File: config.mk
export PLATFORM = sky130hd
export DESIGN_NAME = shift_unit_arbiter
export DESIGN_NICKNAME = d
export VERILOG_FILES = /design/src/rtl/shift_unit_arbiter.sv
export SDC_FILE = /design/constraint.sdc
export NUM_CORES = 1
export LEC_CHECK = 0
export CAP_MARGIN = 10
export CORE_MARGIN = 2
export CORE_UTILIZATION = 60
export DETAILED_ROUTE_END_ITERATION = 6
export PLACE_DENSITY = 0.92
export SYNTH_ARGS = -nofsm -noshare
export SYNTH_HDL_FRONTEND = slang
export SYNTH_SLANG_ARGS = --single-unit
export TNS_END_PERCENT = 20
File: constraint.sdc
create_clock -name clk -period 4.4 [get_ports clk]
set_clock_uncertainty 0.05 [all_clocks]
set_input_delay 0.44 -clock clk [delete_from_list [all_inputs] [get_ports clk]]
set_output_delay 0.44 -clock clk [all_outputs]
set_load 0.05 [all_outputs]
File: src/rtl/shift_unit_arbiter.sv
// Two-requester front end for a shared barrel shifter: round-robin grant, opcode
// decode, two-pass rotate-right sequencing and a single tagged response channel.

module barrel_shifter #(
    parameter int N = 32,
    parameter int B = $clog2(N)
) (
    input  logic [N-1:0] din,
    input  logic [B-1:0] amt,
    input  logic         lbarr,
    input  logic         asr,
    output logic [N-1:0] dout
);
    logic fill;
    assign fill = lbarr & asr & din[N-1];

    // Stage gi shifts by 2**gi when amt[gi] is set; right shifts back-fill with fill.
    for (genvar gi = 0; gi < B; gi++) begin : g_stage
        localparam int SH = 1 << gi;
        logic [N-1:0] in_w;
        logic [N-1:0] shl_w;
        logic [N-1:0] shr_w;
        logic [N-1:0] out_w;
        if (gi == 0) begin : g_first
            assign in_w = din;
        end else begin : g_rest
            assign in_w = g_stage[gi-1].out_w;
        end
        assign shl_w = in_w << SH;
        assign shr_w = (in_w >> SH) | ({N{fill}} & ~({N{1'b1}} >> SH));
        assign out_w = !amt[gi] ? in_w : (lbarr ? shr_w : shl_w);
    end

    assign dout = g_stage[B-1].out_w;
endmodule

module shift_unit_arbiter #(
    parameter int N = 32,
    parameter int B = $clog2(N)
) (
    input  logic         clk,
    input  logic         rst,
    input  logic         req0_valid,
    output logic         req0_ready,
    input  logic [N-1:0] req0_data,
    input  logic [B-1:0] req0_amt,
    input  logic [1:0]   req0_op,
    input  logic         req1_valid,
    output logic         req1_ready,
    input  logic [N-1:0] req1_data,
    input  logic [B-1:0] req1_amt,
    input  logic [1:0]   req1_op,
    output logic         rsp_valid,
    input  logic         rsp_ready,
    output logic [N-1:0] rsp_data,
    output logic         rsp_id,
    output logic         busy
);
    localparam logic [1:0] OP_SLL = 2'b00;
    localparam logic [1:0] OP_SRA = 2'b10;
    localparam logic [1:0] OP_ROR = 2'b11;

    typedef enum logic [1:0] {IDLE, EXEC, EXEC2} state_t;

    state_t       state_q;
    logic         prio_q;
    logic [N-1:0] data_q;
    logic [B-1:0] amt_q;
    logic [1:0]   op_q;
    logic         id_q;
    logic [N-1:0] partial_q;
    logic         rsp_valid_q;
    logic [N-1:0] rsp_data_q;
    logic         rsp_id_q;

    logic         can_grant_d;
    logic         gnt0_d;
    logic         gnt1_d;
    logic [B-1:0] neg_amt_d;
    logic [B-1:0] sh_amt_d;
    logic         sh_lbarr_d;
    logic         sh_asr_d;
    logic [N-1:0] sh_out;

    // A new op may start only if the response slot is free or being drained now.
    assign can_grant_d = (state_q == IDLE) && (!rsp_valid_q || rsp_ready);
    assign gnt0_d      = can_grant_d && req0_valid && (!req1_valid || !prio_q);
    assign gnt1_d      = can_grant_d && req1_valid && (!req0_valid || prio_q);

    assign req0_ready = gnt0_d;
    assign req1_ready = gnt1_d;

    // Second ROR pass is a left shift by N-amt, computed modulo 2**B.
    assign neg_amt_d  = ~amt_q + {{(B-1){1'b0}}, 1'b1};
    assign sh_amt_d   = (state_q == EXEC2) ? neg_amt_d : amt_q;
    assign sh_lbarr_d = (state_q == EXEC2) ? 1'b0 : (op_q != OP_SLL);
    assign sh_asr_d   = (state_q == EXEC2) ? 1'b0 : (op_q == OP_SRA);

    barrel_shifter #(.N(N), .B(B)) u_shifter (
        .din   (data_q),
        .amt   (sh_amt_d),
        .lbarr (sh_lbarr_d),
        .asr   (sh_asr_d),
        .dout  (sh_out)
    );

    always_ff @(posedge clk) begin
        if (rst) begin
            state_q     <= IDLE;
            prio_q      <= 1'b0;
            data_q      <= '0;
            amt_q       <= '0;
            op_q        <= '0;
            id_q        <= 1'b0;
            partial_q   <= '0;
            rsp_valid_q <= 1'b0;
            rsp_data_q  <= '0;
            rsp_id_q    <= 1'b0;
        end else begin
            if (rsp_valid_q && rsp_ready) begin
                rsp_valid_q <= 1'b0;
            end
            case (state_q)
                IDLE: begin
                    if (gnt0_d || gnt1_d) begin
                        data_q  <= gnt1_d ? req1_data : req0_data;
                        amt_q   <= gnt1_d ? req1_amt  : req0_amt;
                        op_q    <= gnt1_d ? req1_op   : req0_op;
                        id_q    <= gnt1_d;
                        prio_q  <= ~gnt1_d;
                        state_q <= EXEC;
                    end
                end
                EXEC: begin
                    if (op_q != OP_ROR || amt_q == '0) begin
                        rsp_data_q  <= sh_out;
                        rsp_id_q    <= id_q;
                        rsp_valid_q <= 1'b1;
                        state_q     <= IDLE;
                    end else begin
                        partial_q <= sh_out;
                        state_q   <= EXEC2;
                    end
                end
                EXEC2: begin
                    rsp_data_q  <= partial_q | sh_out;
                    rsp_id_q    <= id_q;
                    rsp_valid_q <= 1'b1;
                    state_q     <= IDLE;
                end
                default: state_q <= IDLE;
            endcase
        end
    end

    assign rsp_valid = rsp_valid_q;
    assign rsp_data  = rsp_data_q;
    assign rsp_id    = rsp_id_q;
    assign busy      = (state_q != IDLE) || rsp_valid_q;
endmodule

# ---- Word level (Yosys, flattened, before mapping)
# Cells that the tools add are included.
dict set report op_classes {
  n_addsub 1
  multipliers 0
  div 0
  magnitude_cmp 0
  eq_ne 6
  shifts 0
  mux 26
  n_bitwise 11
  reduce_logical 24
}
# cell n
set ops {}
lappend ops {{2-to-1 mux 32 bit} 12}
lappend ops {{one-hot mux 32 bit (2 select lines)} 1}
lappend ops {{bitwise OR 16 x 32 -> 32 bit} 1}
lappend ops {{bitwise OR 24 x 32 -> 32 bit} 1}
lappend ops {{bitwise OR 28 x 32 -> 32 bit} 1}
lappend ops {{bitwise OR 30 x 32 -> 32 bit} 1}
lappend ops {{bitwise OR 31 x 32 -> 32 bit} 1}
lappend ops {{bitwise OR 32 bit} 1}
lappend ops {{2-to-1 mux 5 bit} 2}
lappend ops {{logical AND 1 bit} 6}
lappend ops {{logical OR 1 bit} 6}
lappend ops {{2-to-1 mux 2 bit} 3}
lappend ops {{AND reduction 2 bit} 3}
lappend ops {{nonzero test 2 bit} 3}
lappend ops {{adder 5 x 1 -> 5 bit (second input constant)} 1}
lappend ops {{logical NOT 5 bit} 1}
lappend ops {{2-to-1 mux 1 bit} 5}
lappend ops {{inverter 5 bit} 1}
lappend ops {{== test 2 bit (second input constant)} 2}
lappend ops {{logical NOT 1 bit} 4}
lappend ops {{inequality test 2 bit (second input constant)} 2}
lappend ops {{one-hot mux 1 bit (2 select lines)} 2}
lappend ops {{one-hot mux 2 bit (2 select lines)} 1}
lappend ops {{AND 1 bit} 2}
lappend ops {{other kinds (4)} 5}
dict set report word_totals {
  regBits 109
  latchBits 0
  ramBits 0
  rom_bits 0
  inputBits 83
  elab_cells 78
  n_memories 0
}

# ---- Depth between registers and ports, before layout
dict set report depth {
  ltp_word 21
  mapped_depth 15
  ltp_nobuf 12
}

# ---- By module
# A second synthesis with hierarchy kept.
dict set report hier_totals {
  cells_unflattened 1200
  hier_area_um2 8680.8
}
# module instances cells_each area_per_inst_um2
set by_module_without_submodules {}
lappend by_module_without_submodules {shift_unit_arbiter 1 562 4545.6}
lappend by_module_without_submodules {barrel_shifter 1 638 4135.2}

# ---- Worst setup path after synthesis
# No wires, ideal clock.
dict set report synth_path {
  path_kind {flip-flop to flip-flop}
  from {reg amt_q[0]}
  to {reg rsp_data_q[29] (netlist: rsp_data[29])}
  setup_time_ns 0.123
  arrival_time_ns 2.859
  required_time_ns 4.227
  path_slack_ns 1.368
  stages_incl_launch_ff 15
  n_path_buf 5
  period_less_slack_ns 3.032
  path_cell_list {dfxtp_1 -> buf_4 -> inv_2 -> buf_4 -> buf_2 -> ha_1 -> nor3b_1 -> ha_1 -> nand2_1 -> a21boi_0 -> buf_2 -> buf_2 -> o211ai_1 -> a221oi_1 -> nor2_1}
}
dict set report synth_between {
  elab_chain_cells 17
  word_cells_on_any_way 22
  classes_between {add/sub: 1; eq/ne: 1; mux: 12; bitwise: 5; reduce/logical: 3}
}
# element line
set synth_lines {}
lappend synth_lines {{start: declaration} 68} ;# logic [B-1:0] amt_q;
lappend synth_lines {{start signal: assignment} 127} ;# amt_q <= gnt1_d ? req1_amt : req0_amt;
lappend synth_lines {{inverter 5 bit} 94} ;# assign neg_amt_d = ~amt_q + {{(B-1){1'b0}}, 1'b1};
lappend synth_lines {{adder 5 x 1 -> 5 bit} 94}
lappend synth_lines {{2-to-1 mux 5 bit} 95} ;# assign sh_amt_d = (state_q == EXEC2) ? neg_amt_d : amt_q;
lappend synth_lines {{2-to-1 mux 32 bit} 31} ;# assign out_w = !amt[gi] ? in_w : (lbarr ? shr_w : shl_w);
lappend synth_lines {{bitwise OR 30 x 32 -> 32 bit} 30} ;# assign shr_w = (in_w >> SH) | ({N{fill}} & ~({N{1'b1}} >> SH));
lappend synth_lines {{2-to-1 mux 32 bit (2 in series)} 31}
lappend synth_lines {{bitwise OR 28 x 32 -> 32 bit} 30}
lappend synth_lines {{2-to-1 mux 32 bit (2 in series)} 31}
lappend synth_lines {{bitwise OR 24 x 32 -> 32 bit} 30}
lappend synth_lines {{2-to-1 mux 32 bit (4 in series)} 31}
lappend synth_lines {{bitwise OR 32 bit or 2-to-1 mux 32 bit (tied branches)} {146, 135}}
lappend synth_lines {{one-hot mux 32 bit (2 select lines)} 123} ;# case (state_q)
lappend synth_lines {{end signal: assignment} 136} ;# rsp_data_q <= sh_out;
lappend synth_lines {{end signal: assignment} 146} ;# rsp_data_q <= partial_q | sh_out;
lappend synth_lines {{end: declaration} 73} ;# logic [N-1:0] rsp_data_q;
# Several ways; a longest one is shown, not always the timed one. The select of a mux whose other input is x is not followed.
# A chain may end at the register's enable or synchronous reset.

# ---- Worst setup path after layout
dict set report layout_path {
  from {reg state_q[0]}
  to {reg rsp_data_q[8] (netlist: rsp_data[8])}
}
dict set report layout_between {
  elab_chain_cells 17
  word_cells_on_any_way 27
  classes_between {eq/ne: 3; mux: 15; bitwise: 7; reduce/logical: 2}
}
# element line
set layout_lines {}
lappend layout_lines {{start: declaration} 65} ;# state_t state_q;
lappend layout_lines {{start signal: assignment} 109} ;# state_q <= IDLE;
lappend layout_lines {{start signal: assignment} 131} ;# state_q <= EXEC;
lappend layout_lines {{start signal: assignment} 139} ;# state_q <= IDLE;
lappend layout_lines {{== test 2 bit} n/a}
lappend layout_lines {{2-to-1 mux 1 bit} 96} ;# assign sh_lbarr_d = (state_q == EXEC2) ? 1'b0 : (op_q != OP_SLL);
lappend layout_lines {{2-to-1 mux 32 bit (2 in series)} 31}
lappend layout_lines {{bitwise OR 30 x 32 -> 32 bit} 30}
lappend layout_lines {{2-to-1 mux 32 bit (2 in series)} 31}
lappend layout_lines {{bitwise OR 28 x 32 -> 32 bit} 30}
lappend layout_lines {{2-to-1 mux 32 bit (4 in series)} 31}
lappend layout_lines {{bitwise OR 16 x 32 -> 32 bit} 30}
lappend layout_lines {{2-to-1 mux 32 bit (2 in series)} 31}
lappend layout_lines {{bitwise OR 32 bit or 2-to-1 mux 32 bit (tied branches)} {146, 135}}
lappend layout_lines {{one-hot mux 32 bit (2 select lines)} 123}
# Several ways; a longest one is shown, not always the timed one. The select of a mux whose other input is x is not followed.

==> Flow_metrics.wiki <==
{| class="wikitable"
! Metric !! Value
|-
| Relative area change from synthesis to final layout || 17.5%
|-
| Final Hold Violating Endpoints || 0
|-
| CTS tree || yes
|-
| Final count of pins violating max slew || 0
|-
| Worst r2r dst || rsp_data[8]
|-
| Count of maximum capacitance violations || 0
|-
| Total core area || 0.0138 mm²
|-
| Crit path time final || 3660 ps
|-
| Synthesized area per cell || 7.54 µm²
|-
| Global placement routability congestion || 1.13
|-
| End of the worst hold path || rsp_id
|-
| Top cell type by total area after synthesis || dfxtp_1
|-
| Yosys synthesis warning count || 0
|-
| Post-route antenna net violation count || 0
|-
| Data required time at the worst endpoint || 4610 ps
|-
| Per-cell via count in the routed design || 7.12
|-
| Cell with the most instances after synthesis || a21oi_1
|-
| Number of buffers added for setup after CTS || 0
|-
| Area share of the largest cell type after synthesis || 25.8%
|-
| Violation count after the first detailed-route iteration || 1416
|-
| Part of the Yosys area used for sequential elements || 25.8%
|-
| GRT Util Overall || 43.2%
|-
| Minimum setup slack in the final design || 744 ps
|-
| Post-cts hold buffer count || 0
|-
| Aggregate routed wire length || 32.1 mm
|-
| Post-synthesis cell count || 1122
|-
| Sum of overflow across all layers after global routing || 0
|-
| Ratio of cells with drive above 1 in the final layout || 11.1%
|-
| R2r worst-path depth || 11
|-
| Power Internal || 2.10 mW
|-
| Switching part of the total || 45.4%
|-
| Dominant cell type by count on the critical path || o221ai_1
|-
| Vias || 9762
|-
| Reg2Reg Setup Slack || 740 ps
|-
| Transition time of the tightest slew-check pin || 1210 ps
|-
| Mean routed wirelength per cell || 23.4 µm
|-
| Number of nets in the synthesized netlist || 1210
|-
| Stage delay of the slowest cell on the critical path || 840 ps
|-
| Kind of path behind the tightest hold check || reg -> reg
|-
| Ys async rst share || 0%
|-
| RSZ-0062 raised after global routing || false
|-
| Nature of the critical path startpoint || register
|-
| Cell with the biggest individual delay on the critical path || o21ba_2
|-
| Kind of capture point of the worst setup path || register
|-
| Vias in the first global route || 9044
|-
| Ports placed on the boundary || 120
|-
| Critical R2R Launch || state_q[0]
|-
| Clock insertion delay at the later pin of the skew report || 370 ps
|-
| Data arrival at the endpoint of the critical path || 3870 ps
|-
| DIE AREA || 0.0151 mm²
|-
| Run status || completed
|-
| Initial Utilization || 61.2%
|-
| Die width || 123 µm
|-
| Worst Setup Path Type || reg -> reg
|-
| Number of buffer cells added on primary ports || 119
|-
| Number of core rows || 43
|-
| Largest net degree at the start of global routing || 74
|-
| Count of H-tree levels built during CTS || 3
|-
| Die height || 123 µm
|-
| Post-cts gate resize count || 0
|-
| Clock Power Share || 22.4%
|-
| Leak || 3.38 nW
|-
| Fill cell instance count of the final layout || 1118
|-
| Slew HR || 19.0%
|-
| Final count of negative-setup-slack endpoints || 0
|-
| Buffer type at the clock tree root || clkbuf_16
|-
| Critical Path, Cell by Cell || inv_1 -> ha_2 -> o21ba_2 -> buf_4 -> o221ai_1 -> o211ai_1 -> a21boi_1 -> o221a_2 -> o221ai_1 -> a221oi_1 -> nor2_1
|-
| Count of state elements after synthesis || 109
|-
| Leading cell types by total area after synthesis || dfxtp_1 26%, a21oi_1 9.1%, nand2_1 5.5%
|-
| Netlist cell types || 100
|-
| Number of optimization iterations in the first detailed-route pass || 6
|-
| Critical hold path startpoint || rsp_id
|-
| Buf+Inv Stages, Crit Path || 2
|-
| Num CTS Buffers || 9
|-
| Area of the multi-input gates || 0.00567 mm²
|-
| Primary FF master, synth || dfxtp_1
|-
| Summed instance area of the synthesized netlist || 0.00846 mm²
|-
| Final cycle utilization of the critical path || 83.1%
|-
| Sequential power share || 31.1%
|-
| Sink Count || 109
|-
| Final setup TNS || 0 ps
|-
| Critical path launch point || state_q[0]
|-
| Sequential cell area || 0.00219 mm²
|-
| Clk buf depth || 2
|-
| Post-synth EDFFs || 0
|-
| Highest fanout seen on the critical path || 33
|-
| Most frequent cells after synthesis || 153 x a21oi_1, 123 x nand2_1, 109 x dfxtp_1
|-
| Global-route wire length before repair || 49.9 mm
|-
| Number of antenna violations at the first check in global routing || 0
|-
| Final HPWL DP || 24.1 mm
|-
| Clock transition at the register clock pins on the worst setup and hold paths after CTS || 80 ps
|-
| Kind of cell adding the most delay to the critical path || compound AO/OA/AOI/OAI gates
|-
| Combinational power share || 46.5%
|-
| Maximum clock rate || 274 MHz
|-
| PD cells || 388 mW/mm²
|-
| Net switching component of the power || 1.75 mW
|-
| Post-placement setup slack || 857 ps
|-
| Post-detailed-route DRC marker count || 0
|-
| Final #Nets || 1274
|-
| Worst Hold Depth || 2
|-
| ANT cells || 0
|-
| Max VDD drop || 0.233 mV
|}
[final cells by class]
cell class / count / share of cell area [%]
inverter: 20 / 0.756
clock buffer: 9 / 2.27
multi-input combinational: 889 / 57.0
timing repair buffer: 157 / 14.8
tap: 180 / 2.27
sequential: 109 / 22.0
clock inverter: 7 / 0.844
[power groups by stage]
stage	clock, mW	combinational [mW]	sequential [mW]
floorplan	0	1.08	1.31
global placement	0	1.71	1.21
detailed placement	0	1.72	1.21
CTS	0.863	1.73	1.19
global route	0.890	1.90	1.21
finish	0.865	1.79	1.20
[worst max path at each step]
stage / endpoint / slack [ps] / cells past startpoint
final: rsp_data[8] / 740 / 11
after global routing: rsp_data[8] / 530 / 11
after CTS: rsp_data[8] / 850 / 11
after detailed placement: rsp_data[8] / 860 / 11
after global placement: rsp_data[8] / 890 / 11
after floorplan: rsp_data[29] / 1370 / 14
[tightest hold or removal path, cell delays in order, from the launching register on]
cell and delay [ps]:
dfxtp_1 310, nand2_1 50, a21oi_1 50
[registers in the layout, indices dropped and copies added, names as in the netlist]
| register | count |
|---|---|
| id_q | 1 |
| state_q | 2 |
| prio_q | 1 |
| rsp_id | 1 |
| amt_q | 5 |
| rsp_data | 32 |
| data_q | 32 |
| partial_q | 32 |
| op_q | 2 |
| rsp_valid | 1 |
[cell families (layout without fill, tap and decap cells)]
logic type                 Yosys count  in the layout  share of synthesized area [%]
AOI/OAI and AO/OA                  499            499                           40.7
xor gates and xnor gates             4              4                          0.592
adders and majority gates            5              5                          0.740
buffers and inverters              124            193                           7.59
DFF                                109            109                           25.8
muxes                               40             40                           6.08
and+or+nand+nor                    341            341                           18.5
[cell usage in the layout (no fill, tap or decap), drive strengths merged, types with 5 or more instances in the layout]
master / netlist / final
o31ai: 8 / 8
nor2b: 21 / 21
o22ai: 21 / 21
nand2b: 15 / 15
or2: 6 / 6
buf: 57 / 39
clkdlybuf4s50: 0 / 118
a31oi: 24 / 24
mux4: 8 / 8
nor2: 94 / 94
mux2i: 27 / 27
dfxtp: 109 / 109
a211oi: 24 / 24
nand3: 32 / 32
nand4: 6 / 6
mux2: 5 / 5
o221ai: 22 / 22
o211ai: 31 / 31
ha: 5 / 5
nand2: 124 / 124
a221oi: 9 / 9
a22oi: 50 / 50
o21ai: 91 / 91
and2: 6 / 6
clkbuf: 47 / 9
o2111ai: 7 / 7
a21oi: 156 / 156
and3: 5 / 5
nor3: 18 / 18
inv: 20 / 24
[routing by layer]
| metal | GRT usage (%) | part of all wire, % |
|---|---|---|
| met1 | 54.1 | 38 |
| met5 | 0 | 0 |
| met2 | 65.0 | 44 |
| met3 | 12.2 | 12 |
| met4 | 26.9 | 6.2 |
[per-stage QoR]
step	instances	power [mW]	hold WS [ps]	utilization [%]	cell area, µm²
5_1_grt	1371	4.00	440	71.8	9930
4_1_cts	1371	3.79	412	71.8	9930
3_5_place_dp	1355	2.94	401	69.6	9620
3_3_place_gp	1355	2.92	393	69.6	9620
2_1_floorplan	1122	2.39	382	-	8460
6_report	1371	3.86	409	71.8	9930
No activity file was read; power rests on OpenSTA's default activity.
